$ cat src/rtl/mips_pkg.sv
// Shared MIPS EX-stage definitions: funct codes (ALU and HI/LO group),
// the multiply/divide FSM state encoding and the default datapath width.
// Optional build macro SIGNED_MULDIV_EN adds MULT/DIV to the HI/LO group.
package mips_pkg;

  localparam int WIDTH_DEF = 32;

  // ALU-class funct codes
  localparam logic [5:0] F_SLL  = 6'b000000;
  localparam logic [5:0] F_SRL  = 6'b000010;
  localparam logic [5:0] F_ADD  = 6'b100000;
  localparam logic [5:0] F_ADDU = 6'b100001;
  localparam logic [5:0] F_SUB  = 6'b100010;
  localparam logic [5:0] F_AND  = 6'b100100;
  localparam logic [5:0] F_OR   = 6'b100101;
  localparam logic [5:0] F_SLT  = 6'b101010;

  // HI/LO group funct codes
  localparam logic [5:0] F_MFHI  = 6'b010000;
  localparam logic [5:0] F_MFLO  = 6'b010010;
  localparam logic [5:0] F_MULT  = 6'b011000;
  localparam logic [5:0] F_MULTU = 6'b011001;
  localparam logic [5:0] F_DIV   = 6'b011010;
  localparam logic [5:0] F_DIVU  = 6'b011011;

  typedef enum logic [1:0] {
    ST_IDLE = 2'd0,
    ST_MUL  = 2'd1,
    ST_DIV  = 2'd2
  } md_state_t;

  // Instructions that touch HI/LO and therefore must wait for an
  // in-flight iterative operation to finish.
  function automatic logic is_md_op(input logic [5:0] f);
`ifdef SIGNED_MULDIV_EN
    return (f == F_MFHI) || (f == F_MFLO) || (f == F_MULTU) || (f == F_DIVU) ||
           (f == F_MULT) || (f == F_DIV);
`else
    return (f == F_MFHI) || (f == F_MFLO) || (f == F_MULTU) || (f == F_DIVU);
`endif
  endfunction

endpackage

$ cat src/rtl/mul_div_unit_if.sv
// EX-stage bus between the pipeline and the multiply/divide unit.
// Handshake: the pipeline asserts start with a funct code in Signal; an
// iterative op is taken only when busy is low. While busy, any HI/LO-group
// instruction sees stall high and must be held and re-presented; done
// pulses for one cycle once HI/LO hold the new result.
interface mul_div_unit_if #(parameter int WIDTH = 32);
  import mips_pkg::*;

  logic             start;
  logic [5:0]       Signal;
  logic [WIDTH-1:0] dataA;
  logic [WIDTH-1:0] dataB;
  logic [WIDTH-1:0] dataOut;
  logic [WIDTH-1:0] hi;
  logic [WIDTH-1:0] lo;
  logic             busy;
  logic             done;
  logic             stall;
  md_state_t        dbg_state;

  modport master (
    output start, Signal, dataA, dataB,
    input  dataOut, hi, lo, busy, done, stall, dbg_state
  );

  modport slave (
    input  start, Signal, dataA, dataB,
    output dataOut, hi, lo, busy, done, stall, dbg_state
  );
endinterface

$ cat src/rtl/div_restore_step.sv
// One restoring-division iteration: shift {rem,quot} left by one, trial
// subtract the divisor, keep the difference and set the quotient LSB when
// it does not go negative.
module div_restore_step #(parameter int WIDTH = 32) (
  input  logic [WIDTH-1:0] i_rem,
  input  logic [WIDTH-1:0] i_quot,
  input  logic [WIDTH-1:0] i_divisor,
  output logic [WIDTH-1:0] o_rem,
  output logic [WIDTH-1:0] o_quot
);
  logic [WIDTH:0]   w_shifted;
  logic [WIDTH-1:0] w_diff;
  logic             w_fits;

  assign w_shifted = {i_rem, i_quot[WIDTH-1]};
  // The remainder stays below the divisor, so when the trial subtract fits
  // the difference is below the divisor too and WIDTH bits suffice.
  assign w_fits    = (w_shifted >= {1'b0, i_divisor});
  assign w_diff    = w_shifted[WIDTH-1:0] - i_divisor;

  // Select restored or subtracted remainder and the new quotient bit
  always_comb begin
    o_rem  = w_shifted[WIDTH-1:0];
    o_quot = {i_quot[WIDTH-2:0], 1'b0};
    if (w_fits) begin
      o_rem  = w_diff;
      o_quot = {i_quot[WIDTH-2:0], 1'b1};
    end
  end
endmodule

$ cat src/rtl/mul_div_unit.sv
// Multi-cycle multiply/divide unit beside the EX-stage ALU. Owns HI/LO,
// serves MFHI/MFLO through dataOut and stalls the pipeline while an
// iterative MULTU/DIVU runs (one bit per cycle, ITERS cycles).
// Build macro SIGNED_MULDIV_EN: also decode MULT/DIV (sign-magnitude
// wrapper around the same unsigned datapath, same latency).
module mul_div_unit
  import mips_pkg::*;
#(
  parameter int WIDTH = WIDTH_DEF,
  parameter int ITERS = 32
) (
  input logic              clk,
  input logic              reset,
  mul_div_unit_if.slave    bus
);
  localparam int CW = (ITERS > 1) ? $clog2(ITERS) : 1;
  localparam logic [CW-1:0] LAST = CW'(ITERS - 1);

  md_state_t          r_state;
  logic [CW-1:0]      r_count;
  logic [2*WIDTH-1:0] r_acc;
  logic [2*WIDTH-1:0] r_mcand;
  logic [WIDTH-1:0]   r_mplier;
  logic [WIDTH-1:0]   r_rem;
  logic [WIDTH-1:0]   r_quot;
  logic [WIDTH-1:0]   r_divisor;
  logic [WIDTH-1:0]   r_hi;
  logic [WIDTH-1:0]   r_lo;
  logic               r_done;
  logic               r_neg_q;   // negate product / quotient at the final write
  logic               r_neg_r;   // negate remainder at the final write

  logic               w_busy;
  logic               w_stall;
  logic [2*WIDTH-1:0] w_mul_next;
  logic [WIDTH-1:0]   w_rem_next;
  logic [WIDTH-1:0]   w_quot_next;

`ifdef SIGNED_MULDIV_EN
  function automatic logic [WIDTH-1:0] f_mag(input logic [WIDTH-1:0] x);
    return x[WIDTH-1] ? -x : x;
  endfunction
`endif

  assign w_busy     = (r_state != ST_IDLE);
  assign w_stall    = w_busy && bus.start && is_md_op(bus.Signal);
  assign w_mul_next = r_acc + (r_mplier[0] ? r_mcand : '0);

  div_restore_step #(.WIDTH(WIDTH)) u_div_step (
    .i_rem     (r_rem),
    .i_quot    (r_quot),
    .i_divisor (r_divisor),
    .o_rem     (w_rem_next),
    .o_quot    (w_quot_next)
  );

  // Accept, iterate and retire MUL/DIV; HI/LO change only on the last edge
  always_ff @(posedge clk or posedge reset) begin
    if (reset) begin
      r_state   <= ST_IDLE;
      r_count   <= '0;
      r_acc     <= '0;
      r_mcand   <= '0;
      r_mplier  <= '0;
      r_rem     <= '0;
      r_quot    <= '0;
      r_divisor <= '0;
      r_hi      <= '0;
      r_lo      <= '0;
      r_done    <= 1'b0;
      r_neg_q   <= 1'b0;
      r_neg_r   <= 1'b0;
    end else begin
      r_done <= 1'b0;
      case (r_state)
        ST_IDLE: begin
          if (bus.start) begin
            if (bus.Signal == F_MULTU) begin
              r_state  <= ST_MUL;
              r_acc    <= '0;
              r_mcand  <= {{WIDTH{1'b0}}, bus.dataA};
              r_mplier <= bus.dataB;
              r_count  <= '0;
              r_neg_q  <= 1'b0;
              r_neg_r  <= 1'b0;
            end else if (bus.Signal == F_DIVU) begin
              r_state   <= ST_DIV;
              r_rem     <= '0;
              r_quot    <= bus.dataA;
              r_divisor <= bus.dataB;
              r_count   <= '0;
              r_neg_q   <= 1'b0;
              r_neg_r   <= 1'b0;
            end
`ifdef SIGNED_MULDIV_EN
            else if (bus.Signal == F_MULT) begin
              r_state  <= ST_MUL;
              r_acc    <= '0;
              r_mcand  <= {{WIDTH{1'b0}}, f_mag(bus.dataA)};
              r_mplier <= f_mag(bus.dataB);
              r_count  <= '0;
              r_neg_q  <= bus.dataA[WIDTH-1] ^ bus.dataB[WIDTH-1];
              r_neg_r  <= 1'b0;
            end else if (bus.Signal == F_DIV) begin
              r_state <= ST_DIV;
              r_rem   <= '0;
              r_count <= '0;
              // Divide by zero runs on the raw operands, like DIVU
              if (bus.dataB == '0) begin
                r_quot    <= bus.dataA;
                r_divisor <= bus.dataB;
                r_neg_q   <= 1'b0;
                r_neg_r   <= 1'b0;
              end else begin
                r_quot    <= f_mag(bus.dataA);
                r_divisor <= f_mag(bus.dataB);
                r_neg_q   <= bus.dataA[WIDTH-1] ^ bus.dataB[WIDTH-1];
                r_neg_r   <= bus.dataA[WIDTH-1];
              end
            end
`endif
          end
        end
        ST_MUL: begin
          r_acc    <= w_mul_next;
          r_mcand  <= r_mcand << 1;
          r_mplier <= r_mplier >> 1;
          r_count  <= r_count + CW'(1);
          if (r_count == LAST) begin
            r_state      <= ST_IDLE;
            r_done       <= 1'b1;
            {r_hi, r_lo} <= r_neg_q ? -w_mul_next : w_mul_next;
          end
        end
        ST_DIV: begin
          r_rem   <= w_rem_next;
          r_quot  <= w_quot_next;
          r_count <= r_count + CW'(1);
          if (r_count == LAST) begin
            r_state <= ST_IDLE;
            r_done  <= 1'b1;
            r_lo    <= r_neg_q ? -w_quot_next : w_quot_next;
            r_hi    <= r_neg_r ? -w_rem_next : w_rem_next;
          end
        end
        default: r_state <= ST_IDLE;
      endcase
    end
  end

  // MFHI/MFLO read path into the EX result mux; blanked while stalled
  always_comb begin
    bus.dataOut = '0;
    if (!reset && !w_stall && bus.start) begin
      if (bus.Signal == F_MFHI)      bus.dataOut = r_hi;
      else if (bus.Signal == F_MFLO) bus.dataOut = r_lo;
    end
  end

  assign bus.hi        = r_hi;
  assign bus.lo        = r_lo;
  assign bus.busy      = w_busy;
  assign bus.done      = r_done;
  assign bus.stall     = w_stall;
  assign bus.dbg_state = r_state;
endmodule
$ cat src/flat_wrapper.sv
// flat-port wrapper written by rule: the top's interface ports become plain ports
module mul_div_unit_flat import mips_pkg::*;
#(
  parameter int WIDTH = WIDTH_DEF,
  parameter int ITERS = 32
)
  (clk, reset, bus_start, bus_Signal, bus_dataA, bus_dataB, bus_dataOut, bus_hi, bus_lo, bus_busy, bus_done, bus_stall, bus_dbg_state);
  mul_div_unit_if #(.WIDTH(WIDTH)) bus_i ();
  input logic clk;
  input logic reset;
  input wire logic [$bits(bus_i.start)-1:0] bus_start;
  input wire logic [$bits(bus_i.Signal)-1:0] bus_Signal;
  input wire logic [$bits(bus_i.dataA)-1:0] bus_dataA;
  input wire logic [$bits(bus_i.dataB)-1:0] bus_dataB;
  output wire logic [$bits(bus_i.dataOut)-1:0] bus_dataOut;
  output wire logic [$bits(bus_i.hi)-1:0] bus_hi;
  output wire logic [$bits(bus_i.lo)-1:0] bus_lo;
  output wire logic [$bits(bus_i.busy)-1:0] bus_busy;
  output wire logic [$bits(bus_i.done)-1:0] bus_done;
  output wire logic [$bits(bus_i.stall)-1:0] bus_stall;
  output wire logic [$bits(bus_i.dbg_state)-1:0] bus_dbg_state;
  assign bus_i.start = bus_start;
  assign bus_i.Signal = bus_Signal;
  assign bus_i.dataA = bus_dataA;
  assign bus_i.dataB = bus_dataB;
  assign bus_dataOut = bus_i.dataOut;
  assign bus_hi = bus_i.hi;
  assign bus_lo = bus_i.lo;
  assign bus_busy = bus_i.busy;
  assign bus_done = bus_i.done;
  assign bus_stall = bus_i.stall;
  assign bus_dbg_state = bus_i.dbg_state;
  mul_div_unit #(.WIDTH(WIDTH), .ITERS(ITERS)) u_core (.clk(clk), .reset(reset), .bus(bus_i));
endmodule
$ cat config.mk
export PLATFORM = sky130hd
export DESIGN_NAME = mul_div_unit_flat
export DESIGN_NICKNAME = d
export VERILOG_FILES = /design/src/rtl/mips_pkg.sv /design/src/rtl/mul_div_unit_if.sv /design/src/rtl/div_restore_step.sv /design/src/rtl/mul_div_unit.sv /design/src/flat_wrapper.sv
export SDC_FILE = /design/constraint.sdc
export NUM_CORES = 1
export LEC_CHECK = 0
export CORE_MARGIN = 2
export CORE_UTILIZATION = 53
export DETAILED_ROUTE_END_ITERATION = 10
export PLACE_DENSITY = 0.82
export SLEW_MARGIN = 0
export SYNTH_ARGS = -nofsm -noshare
export SYNTH_HDL_FRONTEND = slang
export SYNTH_SLANG_ARGS = --single-unit
$ cat constraint.sdc
create_clock -name clk -period 13.2 [get_ports clk]
set_clock_uncertainty 0.2 [all_clocks]
set_input_delay 3.96 -clock clk [delete_from_list [all_inputs] [get_ports clk]]
set_output_delay 3.96 -clock clk [all_outputs]
set_load 0.03 [all_outputs]
==> reports/results.ini <==
[power]
p_per_area_nw_per_um2 = 145
peakVddDrop_uv = 105
p_leak_nw = 10.8
finalPower_mw = 3.42

[timing]
hold_ws_ns = 0.281
finalSetupTns_ns = 0
fin_crit_sh_pct = 82.2
min_period_ns = 10.84
tightest_slew_ns = 1.17
maxSlewHeadroom_pct = 21.7
rsz0062_at_grt = no
maxSlewViolCount = 0
max_freq_mhz = 92.2
setup_viol = 0
hold_viol = 0

[worst_setup_path]
required_ns = 9.04
path_buf_inv = 3
arrival_ns = 6.68
path_common_cell = clkdlybuf4s50_1
cp_slowest_cell = clkdlybuf4s50_1
crit_family = buffers and inverters
path_max_fanout = 21
crit_path_end_kind = output pin
worstSetupStartpointType = primary input
ff2ff_setup_slack_ns = 8.69
path_class = in2out
crit_chain = clkdlybuf4s50_1 -> nor4bb_1 -> nand2_1 -> buf_4 -> nor2_1 -> clkdlybuf4s50_1
max_stage_delay_ns = 0.68

[synthesis]
syn_area_um2 = 20300
syn_nets = 2467
synth_ff_type = dfrtp_1
synth_cell_type_count = 74
async_flop_share_pct = 100
synth_area_per_cell_um2 = 8.87
yosys_warnings = 0
syn_inst = 2291
synth-edff-count = 0
ys_seq_elements = 328
synth_top_cell_by_area = dfrtp_1
seq_area_frac_synth_pct = 40.4
netlist.area_leader.share_pct = 40.4
synthTopCellsByArea = dfrtp_1, mux2i_1, nand2_1

[grt]
track_usage_pct = 30.3
antenna_found_initial = 0
grt_pass1_wl_um = 94700
grt_max_degree = 193
grt-ovfl-total = 0
grt_pass1_vias = 17000

[clock_tree]
hold_buffers = 0
cts_tree = built
clk_latency_ns = 0.58
h-tree-depth = 2
postCtsSetupBuffers = 0
cts_inserted_buffers = 37
cts.sinks = 328
cts_resized = 0
clk_path_buf_depth = 3
clk_pin_slew_ns = 0.06
root_buffer = clkbuf_16

[run_status]
status = completed

[place]
gp_congestion = 0.971
place_hpwl_um = 43000
placed_cells = 2848
port_buffers = 173

[final_layout]
nFillCells = 3165
area_delta_synth_final_pct = 16.0
regArea_um2 = 8210
multi_input_area_um2 = 11400
final_cells = 2910
drive_above_1_share_pct = 5.84
final_nets = 2552
antenna_cells = 0

[detailed_routing]
via_per_inst = 6.05
drc = 0
drt-initial-drc-count = 1289
final_antenna_net_count = 0
vias = 17600
post_drt_wl_per_cell_um = 20.5
drt-pass1-iter-count = 5
wl_um = 59600

[die]
dieArea_um2 = 39900
start_util_pct = 53.8
die_y_um = 200
ios = 174
core_um2 = 37800
die_w_um = 200
core.rowCount = 71

[hold_path]
hp-class = reg2reg

[job]
max-cap-violations = 0

[placed cells by master (no fill, tap or decap), types with 64 or more instances in the layout]
cell type and n:
nor2_1 128, mux2i_1 152, and2_1 69, inv_1 64
clkdlybuf4s50_1 172, dfrtp_1 328, ha_1 99, o21ai_0 276
nand2_1 373, a21oi_1 130
[metrics by stage]
| step | setup WS, ns | instance area [um2] | util [%] |
|---|---|---|---|
| 4_1_cts | 2.39 | 23600 | 62.5 |
| 6_report | 2.36 | 23600 | 62.5 |
| 5_1_grt | 2.12 | 23600 | 62.5 |
| 2_1_floorplan | 3.76 | 20300 | - |
| 3_3_place_gp | 2.49 | 22400 | 59.2 |
| 3_5_place_dp | 2.39 | 22400 | 59.2 |
[cell usage after synthesis (15+ instances only)]
master / n
clkbuf_1: 124
nor2_1: 129
a31oi_1: 24
mux2i_1: 153
nand3_1: 31
dfrtp_1: 328
o21a_1: 15
xnor2_1: 48
nand4_1: 24
mux2_2: 34
and2_1: 69
ha_1: 101
o21ai_0: 278
o31ai_1: 19
inv_1: 65
a21o_1: 56
a22o_1: 41
nand2_1: 373
xor2_1: 41
a21oi_1: 130
[layer usage]
layer | wire, um | share of wire [%] | GRT usage, %
met5 | 0 | 0 | 0
met4 | 2020 | 3.4 | 10.5
met3 | 3430 | 5.8 | 4.54
met2 | 28300 | 48 | 50.6
met1 | 25800 | 43 | 40.5
[worst register-to-register path, cell delays in order (launching register included)]
cell and delay (ns):
dfrtp_1 0.41, ha_1 0.40, o21ai_0 0.14, a2111oi_0 0.38, o21ai_1 0.21, a21oi_1 0.34, o22ai_1 0.30, o21ai_4 0.63
buf_4 0.47, mux2i_1 0.52, nand2_1 0.11, o211ai_1 0.18, nand2_1 0.09
[where the power goes]
group / internal, mW / switching, mW / total [mW]
sequential: 1.15 / 0.145 / 1.29
combinational: 0.391 / 0.691 / 1.08
clock: 0.614 / 0.434 / 1.05
[state kept, by name, summed over array words and instances (netlist names), 2 cells and up]
| signal | count |
|---|---|
| u_core.bus.dbg_state | 2 |
| u_core.r_count | 5 |
| u_core.bus.lo | 32 |
| u_core.r_quot | 32 |
| u_core.r_mplier | 32 |
| u_core.r_rem | 32 |
| u_core.r_acc | 64 |
| u_core.r_divisor | 32 |
| u_core.bus.hi | 32 |
| u_core.r_mcand | 64 |
[path summary, 6_finish.rpt]
kind,from,end,cells after the start
setup / recovery,bus_Signal[4],bus_dataOut[30],6
hold / removal,u_core.r_quot[17],u_core.r_quot[17],2
setup reg to reg,u_core.r_rem[5],u_core.bus.hi[14],12
hold reg to reg,u_core.r_quot[17],u_core.r_quot[17],2
max in group asynchronous,reset,u_core.r_mcand[24],4
min in group asynchronous,reset,u_core.bus.dbg_state[0],2
[final cells by class]
cell class	instances	share of cell area, %
Clock inverter	9	0.552
Inverter	65	1.05
Multi-Input combinational cell	1754	48.3
Clock buffer	53	4.61
Sequential cell	328	34.8
Timing Repair Buffer	190	7.97
Tap cell	511	2.71
[kinds of logic after synthesis]
logic type                 count (synthesis)  synth area share [%]
xor gates and xnor gates                  89                  3.84
AOI/OAI and AO/OA                        683                  20.9
muxes                                    187                  9.42
buffers and inverters                    209                  3.98
and+or+nand+nor                          692                  15.0
adders and majority gates                103                  6.42
DFF                                      328                  40.4
No activity file was read; power rests on OpenSTA's default activity.
